File: config.mk
export PLATFORM = sky130hd
export DESIGN_NAME = muldiv_unit
export DESIGN_NICKNAME = d
export VERILOG_FILES = /design/src/rtl/muldiv_unit.sv
export SDC_FILE = /design/constraint.sdc
export NUM_CORES = 2
export LEC_CHECK = 0
export CORE_AREA = 2 2 285 287
export CTS_CLUSTER_DIAMETER = 100
export CTS_CLUSTER_SIZE = 14
export DETAILED_ROUTE_END_ITERATION = 10
export DIE_AREA = 0 0 287 289
export GPL_ROUTABILITY_DRIVEN = 0
export PLACE_DENSITY_LB_ADDON = 0.15
export SYNTH_ARGS = -nofsm -noshare
export SYNTH_HDL_FRONTEND = slang
export SYNTH_SLANG_ARGS = --single-unit
File: constraint.sdc
create_clock -name clk -period 10.1 [get_ports clk]
set_input_delay 1.515 -clock clk [delete_from_list [all_inputs] [get_ports clk]]
set_output_delay 1.515 -clock clk [all_outputs]
set_load 0.01 [all_outputs]
File: src/rtl/muldiv_unit.sv
// muldiv_unit: iterative 64-bit multiply/divide unit for RV64M MUL, DIV, DIVU,
// REM and REMU. It runs one iteration per cycle (64 cycles), or takes a
// one-cycle fast path for divide-by-zero, signed overflow and unsupported ops.
//
// Ports:
//   clk       rising-edge clock
//   reset     synchronous, active-high
//   start     request a new operation; sampled only in IDLE/DONE
//   op[2:0]   funct3: 000 MUL, 100 DIV, 101 DIVU, 110 REM, 111 REMU
//   a, b      operands, latched when start is accepted
//   busy      high while iterating (CALC)
//   done      one-cycle pulse; result is valid in that cycle
//   result    last completed result, held until the next done
//   state_dbg current FSM state (0 IDLE, 1 CALC, 2 DONE)
//
// Handshake: start is a request that is taken on any rising edge where
// busy=0 and reset=0. Nothing back-pressures done, and the consumer must take
// result in the done cycle. A start while busy=1 is dropped, not queued.
module muldiv_unit #(
    parameter int XLEN = 64
) (
    input  logic            clk,
    input  logic            reset,
    input  logic            start,
    input  logic [2:0]      op,
    input  logic [XLEN-1:0] a,
    input  logic [XLEN-1:0] b,
    output logic            busy,
    output logic            done,
    output logic [XLEN-1:0] result,
    output logic [1:0]      state_dbg
);

    localparam int CW = $clog2(XLEN);

    localparam logic [1:0] S_IDLE = 2'd0;
    localparam logic [1:0] S_CALC = 2'd1;
    localparam logic [1:0] S_DONE = 2'd2;

    localparam logic [XLEN-1:0] MIN_NEG = {1'b1, {(XLEN-1){1'b0}}};
    localparam logic [XLEN-1:0] ALL_ONES = {XLEN{1'b1}};

    logic [1:0]      state;
    logic [CW-1:0]   cnt;
    logic [2:0]      op_q;
    logic            neg_q;      // negate quotient at the end
    logic            neg_r;      // negate remainder at the end
    logic [XLEN-1:0] acc;        // MUL accumulator
    logic [XLEN-1:0] mcand;      // MUL multiplicand, shifted left each step
    logic [XLEN-1:0] mplier;     // MUL multiplier, shifted right each step
    logic [XLEN-1:0] rem;        // partial remainder
    logic [XLEN-1:0] quot;       // dividend bits shift out, quotient bits shift in
    logic [XLEN-1:0] divisor;

    // ---------------- accept-time decode ----------------
    logic            is_mul, is_div_op, is_signed, is_rem, unsupported;
    logic            b_zero, ovf, fast;
    logic [XLEN-1:0] fast_val, a_mag, b_mag;

    always_comb begin
        is_mul      = (op == 3'b000);
        is_div_op   = op[2];
        is_signed   = op[2] & ~op[0];
        is_rem      = op[1];
        unsupported = ~is_mul & ~is_div_op;
        b_zero      = (b == '0);
        ovf         = is_signed & (a == MIN_NEG) & (b == ALL_ONES);
        fast        = unsupported | (is_div_op & b_zero) | ovf;

        fast_val = '0;
        if (is_div_op && b_zero)
            fast_val = is_rem ? a : ALL_ONES;
        else if (ovf)
            fast_val = is_rem ? '0 : MIN_NEG;

        // Signed ops run the unsigned divider on magnitudes.
        a_mag = (is_signed && a[XLEN-1]) ? (~a + 1'b1) : a;
        b_mag = (is_signed && b[XLEN-1]) ? (~b + 1'b1) : b;
    end

    // ---------------- one iteration, combinational ----------------
    logic [XLEN-1:0] acc_nxt, rem_nxt, quot_nxt, q_fin, r_fin, calc_res;
    logic [XLEN:0]   shifted, diff;
    logic            take;

    always_comb begin
        acc_nxt = acc + (mplier[0] ? mcand : '0);

        // Restoring step: the shifted-in remainder can reach 65 bits, so the
        // trial subtraction carries a guard bit whose MSB flags "went negative".
        shifted  = {rem, quot[XLEN-1]};
        diff     = shifted - {1'b0, divisor};
        take     = ~diff[XLEN];
        rem_nxt  = take ? diff[XLEN-1:0] : shifted[XLEN-1:0];
        quot_nxt = {quot[XLEN-2:0], take};

        q_fin = neg_q ? (~quot_nxt + 1'b1) : quot_nxt;
        r_fin = neg_r ? (~rem_nxt + 1'b1) : rem_nxt;

        case (op_q)
            3'b000:         calc_res = acc_nxt;
            3'b100, 3'b101: calc_res = q_fin;
            3'b110, 3'b111: calc_res = r_fin;
            default:        calc_res = '0;
        endcase
    end

    // ---------------- state and datapath ----------------
    always_ff @(posedge clk) begin
        if (reset) begin
            state   <= S_IDLE;
            cnt     <= '0;
            op_q    <= '0;
            neg_q   <= 1'b0;
            neg_r   <= 1'b0;
            acc     <= '0;
            mcand   <= '0;
            mplier  <= '0;
            rem     <= '0;
            quot    <= '0;
            divisor <= '0;
            result  <= '0;
        end else begin
            case (state)
                S_IDLE, S_DONE: begin
                    if (start) begin
                        op_q    <= op;
                        neg_q   <= is_signed & (a[XLEN-1] ^ b[XLEN-1]);
                        neg_r   <= is_signed & a[XLEN-1];
                        acc     <= '0;
                        mcand   <= a;
                        mplier  <= b;
                        rem     <= '0;
                        quot    <= a_mag;
                        divisor <= b_mag;
                        cnt     <= '0;
                        if (fast) begin
                            result <= fast_val;
                            state  <= S_DONE;
                        end else begin
                            state  <= S_CALC;
                        end
                    end else begin
                        state <= S_IDLE;
                    end
                end
                S_CALC: begin
                    acc    <= acc_nxt;
                    mcand  <= mcand << 1;
                    mplier <= mplier >> 1;
                    rem    <= rem_nxt;
                    quot   <= quot_nxt;
                    cnt    <= cnt + CW'(1);
                    // The last iteration's values go straight into result, so
                    // sign fix-up costs no extra cycle.
                    if (cnt == CW'(XLEN - 1)) begin
                        result <= calc_res;
                        state  <= S_DONE;
                    end
                end
                default: state <= S_IDLE;
            endcase
        end
    end

    assign busy      = (state == S_CALC);
    assign done      = (state == S_DONE);
    assign state_dbg = state;

endmodule

==> key figures <==
Hold path
  – Hold endpoint: mplier[2]$_SDFFE_PP0P_
  – Min-delay src: mplier[2]$_SDFFE_PP0P_
  – Hold path cells: 2
  – Hold WC Path Type: reg2reg

Status
  – Status: finished clean

Drt
  – Drt total wl: 140 mm
  – WL met1: 60.2 mm
  – DR top layer: met5
  – DR vias/cell: 6.41
  – WL per Instance: 23.7 um
  – Via count: 37,900
  – 1st-iter DRT viols: 4,248
  – Metal3 WL: 13.5 mm
  – WL met2: 61.1 mm
  – Antenna Nets Post-Route: 0
  – TritonRoute pass-1 iters: 6
  – Drc violations: 0

Synthesis
  – Avg Inst Size Synth: 7.22 sq um
  – Dominant synthesized flop cell: dfxtp_1
  – Syn nets: 5,190
  – Top post-synthesis cells by area: dfxtp_1 (26%), a21oi_1 (6.3%), nor2_1 (6.1%)
  – Area leader, netlist: dfxtp_1
  – Post-synthesis sequential area ratio: 0.260
  – Share of the synthesized area in the top cell type: 0.260
  – Synth warn: 0
  – Asr flop ratio synth: 0
  – Synthesized cell area: 35,500 sq um
  – Post-synth cell types: 109
  – EDFF count, synth: 0
  – Cells after Synth: 4,921
  – #FFs+latches synth: 461

CTS
  – Post-CTS Resized: 0
  – Clock latency on the worst-skew pair: 610 ps
  – Root buf cell: clkbuf_16
  – TritonCTS clock tree: built
  – CTS Buf Count: 39
  – Max Root-Sink Buffers: 3
  – CTS sink count: 461
  – CTS Hold Bufs: 0
  – Post CTS Setup Buffer Count: 0
  – CTS H-tree depth: 2
  – Clock-pin transition on the worst setup and hold timing paths: 70 ps

Timing
  – Min Tclk post-route: 7170 ps
  – Final setup fails: 0
  – Worst-Margin Slew: 1460 ps
  – Maximum clock frequency: 140 MHz
  – Setup_tns: 0 ps
  – Clock skew: 29.0 ps
  – Max Slew Vio Count: 0
  – RSZ-0062 raised after global routing: no
  – Max-slew headroom: 0.0237
  – Tcrit/Tclk final: 0.710
  – Final hold viol count: 0

Setup path
  – Worst stage delay on the critical path: 600 ps
  – CP max FO: 44
  – Worst path slowest cell: o41ai_2
  – CP Buf/Inv Count: 5
  – WP data arrival: 7680 ps
  – R2r setup slk: 2930 ps
  – Required @ worst endpoint: 10,610 ps
  – Critical Path End Type: flop
  – R2R cell count: 25
  – Crit path kind: reg2reg
  – Crit Reg-Reg Endpoint: result[56]$_SDFFE_PP0P_
  – CP startpoint kind: flop
  – Critical R2R Launch: rem[28]$_SDFFE_PP0P_
  – Cell family with most CP delay: compound AO/OA/AOI/OAI gates

Placement
  – I/O Buffers: 201
  – Placed insts: 5,876
  – HPWL Detailed: 103 mm

Global route
  – Initial antenna violation count: 2
  – Gr usage total: 0.326
  – Largest net degree at the start of global routing: 190
  – Remaining Overflow, GRT: 0
  – Vias in the first global route: 34,700
  – First-pass GRT wire length: 212 mm

Pwr
  – Max IR drop VDD: 0.000113 V
  – Pleak: 14.6 nW
  – P per Cell Area: 122 nW/um^2

Floorplan
  – Std cell rows: 104
  – Die X: 287 um
  – Core Area: 79,900 sq um
  – Initial Util: 0.445
  – Chip height: 289 um
  – Die ar.: 82,900 sq um
  – # IOs: 202

Cells and area
  – Layout cells sized above 1: 0.0387
  – Layout net count: 5,126
  – Most common cell after layout, fill and taps aside: nor2_1
  – Final core utilization: 0.489
  – Fin cells: 5,921
  – Most frequent cells in the layout: nor2_1 (574), nand2_1 (519), dfxtp_1 (458)
  – Antenna diodes: 0
  – P&R area growth vs syn: 9.84%

Flow run
  – MaxCap Viol Count: 0
==> flip-flops by register name, summed over array words and instances, names as in the netlist <==
| name | flops |
|---|---|
| mplier | 64 |
| neg_r | 1 |
| divisor | 64 |
| acc | 64 |
| mcand | 64 |
| result | 64 |
| state_dbg | 2 |
| quot | 64 |
| neg_q | 1 |
| op_q | 3 |
| rem | 64 |
| cnt | 6 |
==> area by class of cell <==
class | count | area, sq um
Clock buffer | 42 | 997
Multi-Input combinational cell | 3972 | 24500
Fill cell | 8138 | 40900
Inverter | 131 | 499
Timing Repair Buffer | 252 | 2420
Clock inverter | 3 | 45.0
Tap cell | 1060 | 1330
Sequential cell | 461 | 9230
==> Yosys cell counts (14+ instances only) <==
cell type and count:
a211oi_1 136, a21o_1 82, a21oi_1 447, a221oi_1 19
a22oi_1 192, a311oi_1 59, a31oi_1 62, and2_1 91
and3_1 32, buf_1 23, buf_2 23, clkbuf_1 308
dfxtp_1 461, ha_1 133, inv_1 127, mux2_2 14
mux2i_1 38, nand2_1 521, nand2b_1 37, nand3_1 71
nand4_1 67, nor2_1 578, nor2b_1 19, nor3_1 109
nor4_1 51, o211ai_1 41, o21a_1 31, o21ai_0 366
o21bai_1 26, o31ai_1 49, o41ai_1 24, or2_2 19
or3_1 57, or4_1 35, xnor2_1 169, xor2_1 138
==> kinds of logic after synthesis <==
logic type	after synthesis	synth area share
AOI/OAI and AO/OA	1714	0.314
xor gates and xnor gates	307	0.0757
muxes	54	0.0164
and+or+nand+nor	1762	0.234
DFF	461	0.260
adders and majority gates	135	0.0479
buffers and inverters	488	0.0528
==> how the worst max path moves through the flow <==
stage / slack [ps] / start / endpoint / cells past startpoint
5_1_grt: 2350 / rem[28]$_SDFFE_PP0P_ / result[56]$_SDFFE_PP0P_ / 23
3_5_place_dp: 2930 / a[27] / result[30]$_SDFFE_PP0P_ / 13
2_1_floorplan: 4010 / quot[63]$_SDFFE_PP0P_ / result[56]$_SDFFE_PP0P_ / 28
4_1_cts: 3140 / rem[28]$_SDFFE_PP0P_ / result[56]$_SDFFE_PP0P_ / 25
3_3_place_gp: 3070 / a[28] / result[30]$_SDFFE_PP0P_ / 13
6_report: 2930 / rem[28]$_SDFFE_PP0P_ / result[56]$_SDFFE_PP0P_ / 25
==> stage by stage <==
| stage | cell area [sq um] | hold slack, ps | power (mW) | worst slack, ps |
|---|---|---|---|---|
| CTS | 39000 | 457 | 4.75 | 3140 |
| detailed placement | 38000 | 447 | 3.31 | 2930 |
| floorplan | 35500 | 432 | 2.83 | 4010 |
| global placement | 38000 | 440 | 3.30 | 3070 |
| global route | 39000 | 468 | 4.96 | 2350 |
| finish | 39000 | 456 | 4.76 | 2930 |
==> tightest hold or removal path: cells and delay by family, from the launching register on <==
family	cells	cell delay, ps
DFF	1	310
and+or+nand+nor	1	50
AOI/OAI and AO/OA	1	50
==> routing by layer <==
metal  vias up  global-route usage
met3       283              0.0684
met1     18000               0.444
li1      17900                   -
met4         4               0.123
met5         -                   0
met2      1730               0.504
==> power breakdown <==
part	leakage, nW	total (mW)	internal (mW)	switching (mW)
Sequential	3.78	2.07	1.94	0.123
Clock	0.511	1.46	0.704	0.755
Combinational	10.3	1.24	0.424	0.815
Total	14.6	4.76	3.07	1.69
Power figures use the tool's default switching activity.
